<file path="config.mk">
export PLATFORM = sky130hd
export DESIGN_NAME = vga_mode_ctrl
export DESIGN_NICKNAME = d
export VERILOG_FILES = /design/src/rtl/vga_mode_ctrl.sv
export SDC_FILE = /design/constraint.sdc
export NUM_CORES = 1
export LEC_CHECK = 0
export CAP_MARGIN = 30
export CORE_MARGIN = 8
export CORE_UTILIZATION = 25
export CTS_CLUSTER_DIAMETER = 30
export CTS_CLUSTER_SIZE = 14
export DETAILED_ROUTE_END_ITERATION = 7
export GPL_ROUTABILITY_DRIVEN = 0
export GPL_TIMING_DRIVEN = 0
export PLACE_DENSITY = 0.38
export SETUP_SLACK_MARGIN = 0.15
export SLEW_MARGIN = 15
export SYNTH_ARGS = -nofsm -noshare
export SYNTH_HDL_FRONTEND = slang
export SYNTH_SLANG_ARGS = --single-unit
export TNS_END_PERCENT = 30
</file>
<file path="constraint.sdc">
create_clock -name clk -period 2.45 [get_ports clk]
set_input_delay 0.49 -clock clk [delete_from_list [all_inputs] [get_ports clk]]
set_output_delay 0.49 -clock clk [all_outputs]
set_load 0.01 [all_outputs]
</file>
<file path="src/rtl/vga_mode_ctrl.sv">
`default_nettype none
// ============================================================================
// Module   : vga_mode_ctrl
// Purpose  : Sequences run-time timing-mode changes for vga_sync. A mode
//            request arrives over a four-phase req/ack handshake. The new mode
//            is applied only at a frame boundary, or when the watchdog expires.
//            A one-cycle sync reset is then pulsed, and video is blanked for a
//            programmable number of settle frames.
// Revision : 1.0 - initial release
// ============================================================================
module vga_mode_ctrl #(
    parameter bit          RESET_MODE     = 1'b0,
    parameter int unsigned SETTLE_FRAMES  = 2,
    parameter int unsigned TIMEOUT_CYCLES = 500000
) (
    input  logic       clk,
    input  logic       reset,
    input  logic       i_req,
    input  logic       i_req_mode,
    input  logic       i_hmax,
    input  logic       i_vmax,
    output logic       o_mode,
    output logic       o_sync_reset,
    output logic       o_blank_force,
    output logic       o_busy,
    output logic       o_ack,
    output logic       o_timeout,
    output logic [7:0] o_frame_count
);

    localparam logic [1:0]  c_ST_IDLE     = 2'd0;
    localparam logic [1:0]  c_ST_WAIT_EOF = 2'd1;
    localparam logic [1:0]  c_ST_SETTLE   = 2'd2;
    localparam logic [1:0]  c_ST_ACK      = 2'd3;

    localparam logic [3:0]  c_SETTLE_INIT = 4'(SETTLE_FRAMES);
    localparam logic [19:0] c_WD_LAST     = 20'(TIMEOUT_CYCLES - 1);
    localparam bit          c_NO_SETTLE   = (SETTLE_FRAMES == 0);

    logic [1:0]  r_state;
    logic        r_pending;
    logic [19:0] r_wd;
    logic [3:0]  r_settle;
    logic        r_mode;
    logic        r_sync_reset;
    logic        r_blank_force;
    logic        r_busy;
    logic        r_ack;
    logic        r_timeout;
    logic [7:0]  r_frame_count;

    logic        w_eof;
    logic        w_wd_hit;
    logic        w_apply;

    assign w_eof    = i_hmax & i_vmax;
    assign w_wd_hit = (r_wd == c_WD_LAST);
    // An apply fires on the frame boundary. The watchdog only forces it when the boundary never shows up.
    assign w_apply  = (r_state == c_ST_WAIT_EOF) & (w_eof | w_wd_hit);

    // Mode sequencer, frame counter and all registered outputs.
    always_ff @(posedge clk or posedge reset) begin
        if (reset) begin
            r_state       <= c_ST_IDLE;
            r_pending     <= RESET_MODE;
            r_wd          <= '0;
            r_settle      <= '0;
            r_mode        <= RESET_MODE;
            r_sync_reset  <= 1'b1;
            r_blank_force <= 1'b0;
            r_busy        <= 1'b0;
            r_ack         <= 1'b0;
            r_timeout     <= 1'b0;
            r_frame_count <= '0;
        end else begin
            // The sync reset is a single-cycle pulse unless an apply re-arms it below.
            r_sync_reset <= 1'b0;

            // Clearing on apply takes priority over counting the boundary.
            if (w_apply) begin
                r_frame_count <= '0;
            end else if (w_eof) begin
                r_frame_count <= r_frame_count + 8'd1;
            end

            case (r_state)
                c_ST_IDLE: begin
                    if (i_req) begin
                        if (i_req_mode == r_mode) begin
                            r_state <= c_ST_ACK;
                        end else begin
                            r_pending <= i_req_mode;
                            r_timeout <= 1'b0;
                            r_wd      <= '0;
                            r_busy    <= 1'b1;
                            r_state   <= c_ST_WAIT_EOF;
                        end
                    end
                end

                c_ST_WAIT_EOF: begin
                    r_wd <= r_wd + 20'd1;
                    if (w_apply) begin
                        r_mode       <= r_pending;
                        r_sync_reset <= 1'b1;
                        r_settle     <= c_SETTLE_INIT;
                        // A boundary arriving on the same cycle as expiry counts as a clean apply.
                        r_timeout    <= ~w_eof;
                        if (c_NO_SETTLE) begin
                            r_busy  <= 1'b0;
                            r_state <= c_ST_ACK;
                        end else begin
                            r_blank_force <= 1'b1;
                            r_state       <= c_ST_SETTLE;
                        end
                    end
                end

                c_ST_SETTLE: begin
                    if (w_eof) begin
                        r_settle <= r_settle - 4'd1;
                        if (r_settle == 4'd1) begin
                            r_blank_force <= 1'b0;
                            r_busy        <= 1'b0;
                            r_state       <= c_ST_ACK;
                        end
                    end
                end

                c_ST_ACK: begin
                    if (!i_req) begin
                        r_ack   <= 1'b0;
                        r_state <= c_ST_IDLE;
                    end else begin
                        r_ack <= 1'b1;
                    end
                end

                default: begin
                    r_state <= c_ST_IDLE;
                end
            endcase
        end
    end

    assign o_mode        = r_mode;
    assign o_sync_reset  = r_sync_reset;
    assign o_blank_force = r_blank_force;
    assign o_busy        = r_busy;
    assign o_ack         = r_ack;
    assign o_timeout     = r_timeout;
    assign o_frame_count = r_frame_count;

endmodule
`default_nettype wire

</file>
Yosys cells after proc, flatten, opt, wreduce, memory -nomap -nowiden. Cells that the tools add are included. W data, S select, Z words.

Add/sub/neg operators: 3. Equality and inequality tests: 12. Mux-type cells: 29. Bitwise logic cells: 5. Reductions and logical operators: 13.

Operators with widths (count): $mux W20 (2); $pmux W20 S2 (1); $add A20 B1 Y20 const B (1); $eq A20 B19 Y1 const B (1); $mux W8 (2); $mux W2 (6); $ne A2 B2 Y1 const B (6); $mux W1 (11); $reduce_and A5 Y1 (2); $reduce_and A3 Y1 (3); $add A8 B1 Y8 const B (1); $mux W4 (2); $pmux W2 S4 (1); $pmux W4 S2 (1); $reduce_and A4 Y1 (2); $reduce_bool A2 Y1 (4); $pmux W1 S2 (3); $eq A2 B2 Y1 const B (2); $eq A4 B1 Y1 const B (1); $sub A4 B1 Y4 const B (1); $and A1 B1 Y1 (2); $eq A2 B1 Y1 const B (1); $logic_not A2 Y1 (1); $not A1 Y1 (2); other kinds (3) (3).

Bits in registers: 41. Bits of input ports: 6. Output and inout bits: 14.

Longest topological paths before layout.
Depth in word-level cells: 5. Depth in mapped cells: 8. Gate-level depth less buffers: 7.

Worst setup path before layout. No wires, ideal clock.

Kind: flip-flop to flip-flop. Start point: register r_state[0]. End point: register r_wd[17]. Data arrival time: 1.963 ns. Slack: 0.404 ns. Cell stages (with the launch flop): 8. Cell sequence: dfrtp_1 -> inv_1 -> ha_1 -> nand2_1 -> a2bb2oi_1 -> or4_4 -> or4_1 -> o21ai_0.

Word-level cells in the longest chain between the ends: 3. Elaborated cells on any way between the ends: 7. Classes of those cells: eq/ne (3); mux (1); reduce/logical (3).

RTL lines: from (decl) (line 40) `logic [1:0] r_state;`; from (signal assigned) (line 64) `r_state <= c_ST_IDLE;`; from (signal assigned) (line 90) `r_state <= c_ST_ACK;`; from (signal assigned) (line 96) `r_state <= c_ST_WAIT_EOF;`; $logic_not A2 Y1 or $eq A2 B1 Y1 (tied branches) (line 86) `case (r_state)`; $ne A2 B2 Y1 (no source line) or $reduce_bool A2 Y1 (tied branches); $reduce_and A3 Y1 (no source line); to (signal assigned) (line 102) `r_wd <= r_wd + 20'd1;`; to (decl) (line 42) `logic [19:0] r_wd;`.

Several ways; a longest one is shown, not always the timed one. A chain may end at the register's enable or synchronous reset.

Worst setup path in the final report.
Start point: input port i_req_mode. End point: register r_wd[17].

Word-level cells in the longest chain between the ends: 3.

RTL lines: from (decl) (line 19) `input logic i_req_mode,`; $eq A1 B1 Y1 (line 89) `if (i_req_mode == r_mode) begin`; $ne A2 B2 Y1 (no source line); $reduce_and A3 Y1 (no source line).

No other way between the ends.

==> metrics <==
status=finished, final reports clean; Seq pwr share=39.6%; Slew HR=67.26%; pre-CTS WS=-241.2 ps; post-synth top area share=45.85%; WL final=5252 µm; H-tree depth=2; Mapped Avg Cell Area=9.576 µm²; main area contributors after synthesis=dfrtp_1 (46%), xnor2_1 (7.2%), nor2_1 (6.0%); post-route setup TNS=0 ps; layout cells sized above 1=12.31%; fin nets=274; CTS sink cnt=41; final hold violation count=0; Cell Area, Synth=0.002183 mm²; largest net degree at the start of global routing=30; leak pwr=1.100 nW; Worst-Skew Late Latency=300 ps; sw frac=38.94%; Final period util=91.38%; reg2reg setup slack=280 ps; DPL Wire Length=3728 µm; first-pass GRT wire length=8963 µm; Post-synth ARST share=100.0%; Clock transition at path regs=100 ps; unrepaired setup endpoints after global routing=yes; worst hold path class=primary input to asynchronous set/reset pin; cell breakdown of the critical path=clkdlybuf4s50_1, xnor2_2, a2bb2oi_1, or4_4, or4_1, o21ai_0; Internal=0.001526 W; Final ANT Viol Nets=0; syn nets=243; Ant. Diodes=0; startpoint types=primary input; Max Cap Viol=0; most frequent cells in the layout=dfrtp_1 (40), nor2_1 (35), clkdlybuf4s50_1 (19), nand2_1 (18), xnor2_1 (17); Top FF cell, synth=dfrtp_1; total gr overflow=0; Initial Util=25.41%; CTS Buf Count=5; crit path time final=2239 ps; Post-CTS Hold Buffers=0; FMAX=446.7 MHz; Die ar.=0.01198 mm²; row count=34; vias in the first global route=1739; CTS tree=yes; 1st-pass router iterations=4; Area growth, synth to finish=22.92%; DRC Markers=0; Buffers on Ports=19; commonest non-fill, non-tap cell in the layout=dfrtp_1; total number of vias=1705; Hold WS=466.8 ps; maximum vdd drop=375.9 µV; clock group share of total power=18.0%; Req. time, crit path=2670 ps; slowest CP cell=or4_4; Net Switching=0.0009730 W; Slew @ Worst Pin=491.1 ps; Initial DRC Count=28; total track usage=9.480%; CP arrival=2460 ps; Core Area=0.008593 mm²; Slew Viols, Final=0; Cells after Synth=228; Layout Utilization=31.23%; Die X=109.5 µm; Worst Path Buf+Inv=1; clk_skew=16.92 ps; top cell type by total area after synthesis=dfrtp_1; CTS Buffer Depth=2; Vias/cell=4.633; Setup crit end kind=flip-flop; sequential fraction of the synthesis area=47.05%; Comb power frac=42.4%; Crit path max-delay family=simple AND/OR/NAND/NOR gates; initial antenna violation count=0; Yosys reg bits=41; CP Class=primary input to flip-flop; WL/cell=14.27 µm; Power Dens Cells=931.0 mW/mm²; endpoints failing setup=0; Netlist cell types=35; CP peak stage delay=590 ps; Ports=20; Worst Path Max Fanout=5; Die Y=109.5 µm; CTS root buffer=clkbuf_8; Post-synth EDFFs=0; post-route setup slack=211.2 ps; synth warn=0
layout make-up:
cell class | count | area [µm²]
inverters | 9 | 33.78
repair buffers | 24 | 237.7
clock inverters | 3 | 17.52
clock buffers | 5 | 68.82
well taps | 108 | 135.1
flip-flops and latches | 41 | 1027
plain buffers | 8 | 37.54
multi-input cells | 170 | 1126
fillers | 936 | 5909
power by group through the flow:
stage               clock network (W)  logic [W]  registers [W]
CTS                          0.000476    0.00102       0.000987
detailed placement                  0    0.00100       0.000997
floorplan                           0   0.000624        0.00100
global placement                    0   0.000997        0.00100
global route                 0.000497    0.00120        0.00101
finish                       0.000450    0.00106       0.000988
synth_stat cells (5+ instances only):
master,number
a21oi_1,5
clkbuf_1,6
dfrtp_1,40
ha_1,9
inv_1,9
nand2_1,19
nand3_1,8
nand4_1,6
nor2_1,35
nor3_1,6
nor4_1,8
o21ai_0,10
xnor2_1,18
xor2_1,5
repair_timing:
action / 4_1_cts / 5_1_grt
pin swaps: 0 / 2
endpoints found under the hold margin: 0 / 0
setup buffers: 0 / 3
setup endpoints to repair: 15 / 17
resized for setup: 3 / 12
layer usage:
layer	part of all wire, %	track usage (%)
met1	52	12.87
met3	2.6	2.462
met2	45	14.51
met4	1.0	2.604
met5	0	0
logic make-up after synthesis:
logic type	share of synthesized area (%)
simple gates	22.81
flops	47.05
compound gates	8.883
xor+xnor	9.226
buf+inv	2.979
fa+ha+maj	5.158
mux	3.897
worst register-to-register path, stage by stage, from the launching register on:
cell and delay, ps:
dfrtp_1 410, inv_1 160, ha_4 180, nand2_2 80, a2bb2oi_1 180, or4_4 590
or4_1 400, o21ai_0 90
final timing paths:
check                           startpoint           end  cells past startpoint
worst min register to register       o_ack         o_ack                      1
worst min-delay path                 reset      r_wd[10]                      2
worst max register to register  r_state[1]      r_wd[17]                      7
min in group clk                     o_ack         o_ack                      1
worst max-delay path            i_req_mode      r_wd[17]                      6
max in group asynchronous            reset  o_sync_reset                      3
registers in the layout, summed over array words and instances (netlist names):
register / flops
o_busy: 1
o_sync_reset: 1
r_pending: 1
o_blank_force: 1
r_state: 2
o_timeout: 1
r_wd: 20
o_mode: 1
r_settle: 4
o_frame_count: 8
o_ack: 1
per-stage QoR:
stage,instance area [µm²],total power [W],instances
detailed placement,2534,0.002001,357
finish,2684,0.002499,368
floorplan,2183,0.001628,228
global placement,2509,0.001998,355
CTS,2623,0.002478,365
global route,2684,0.002705,368
(Power assumes the default switching activity.)
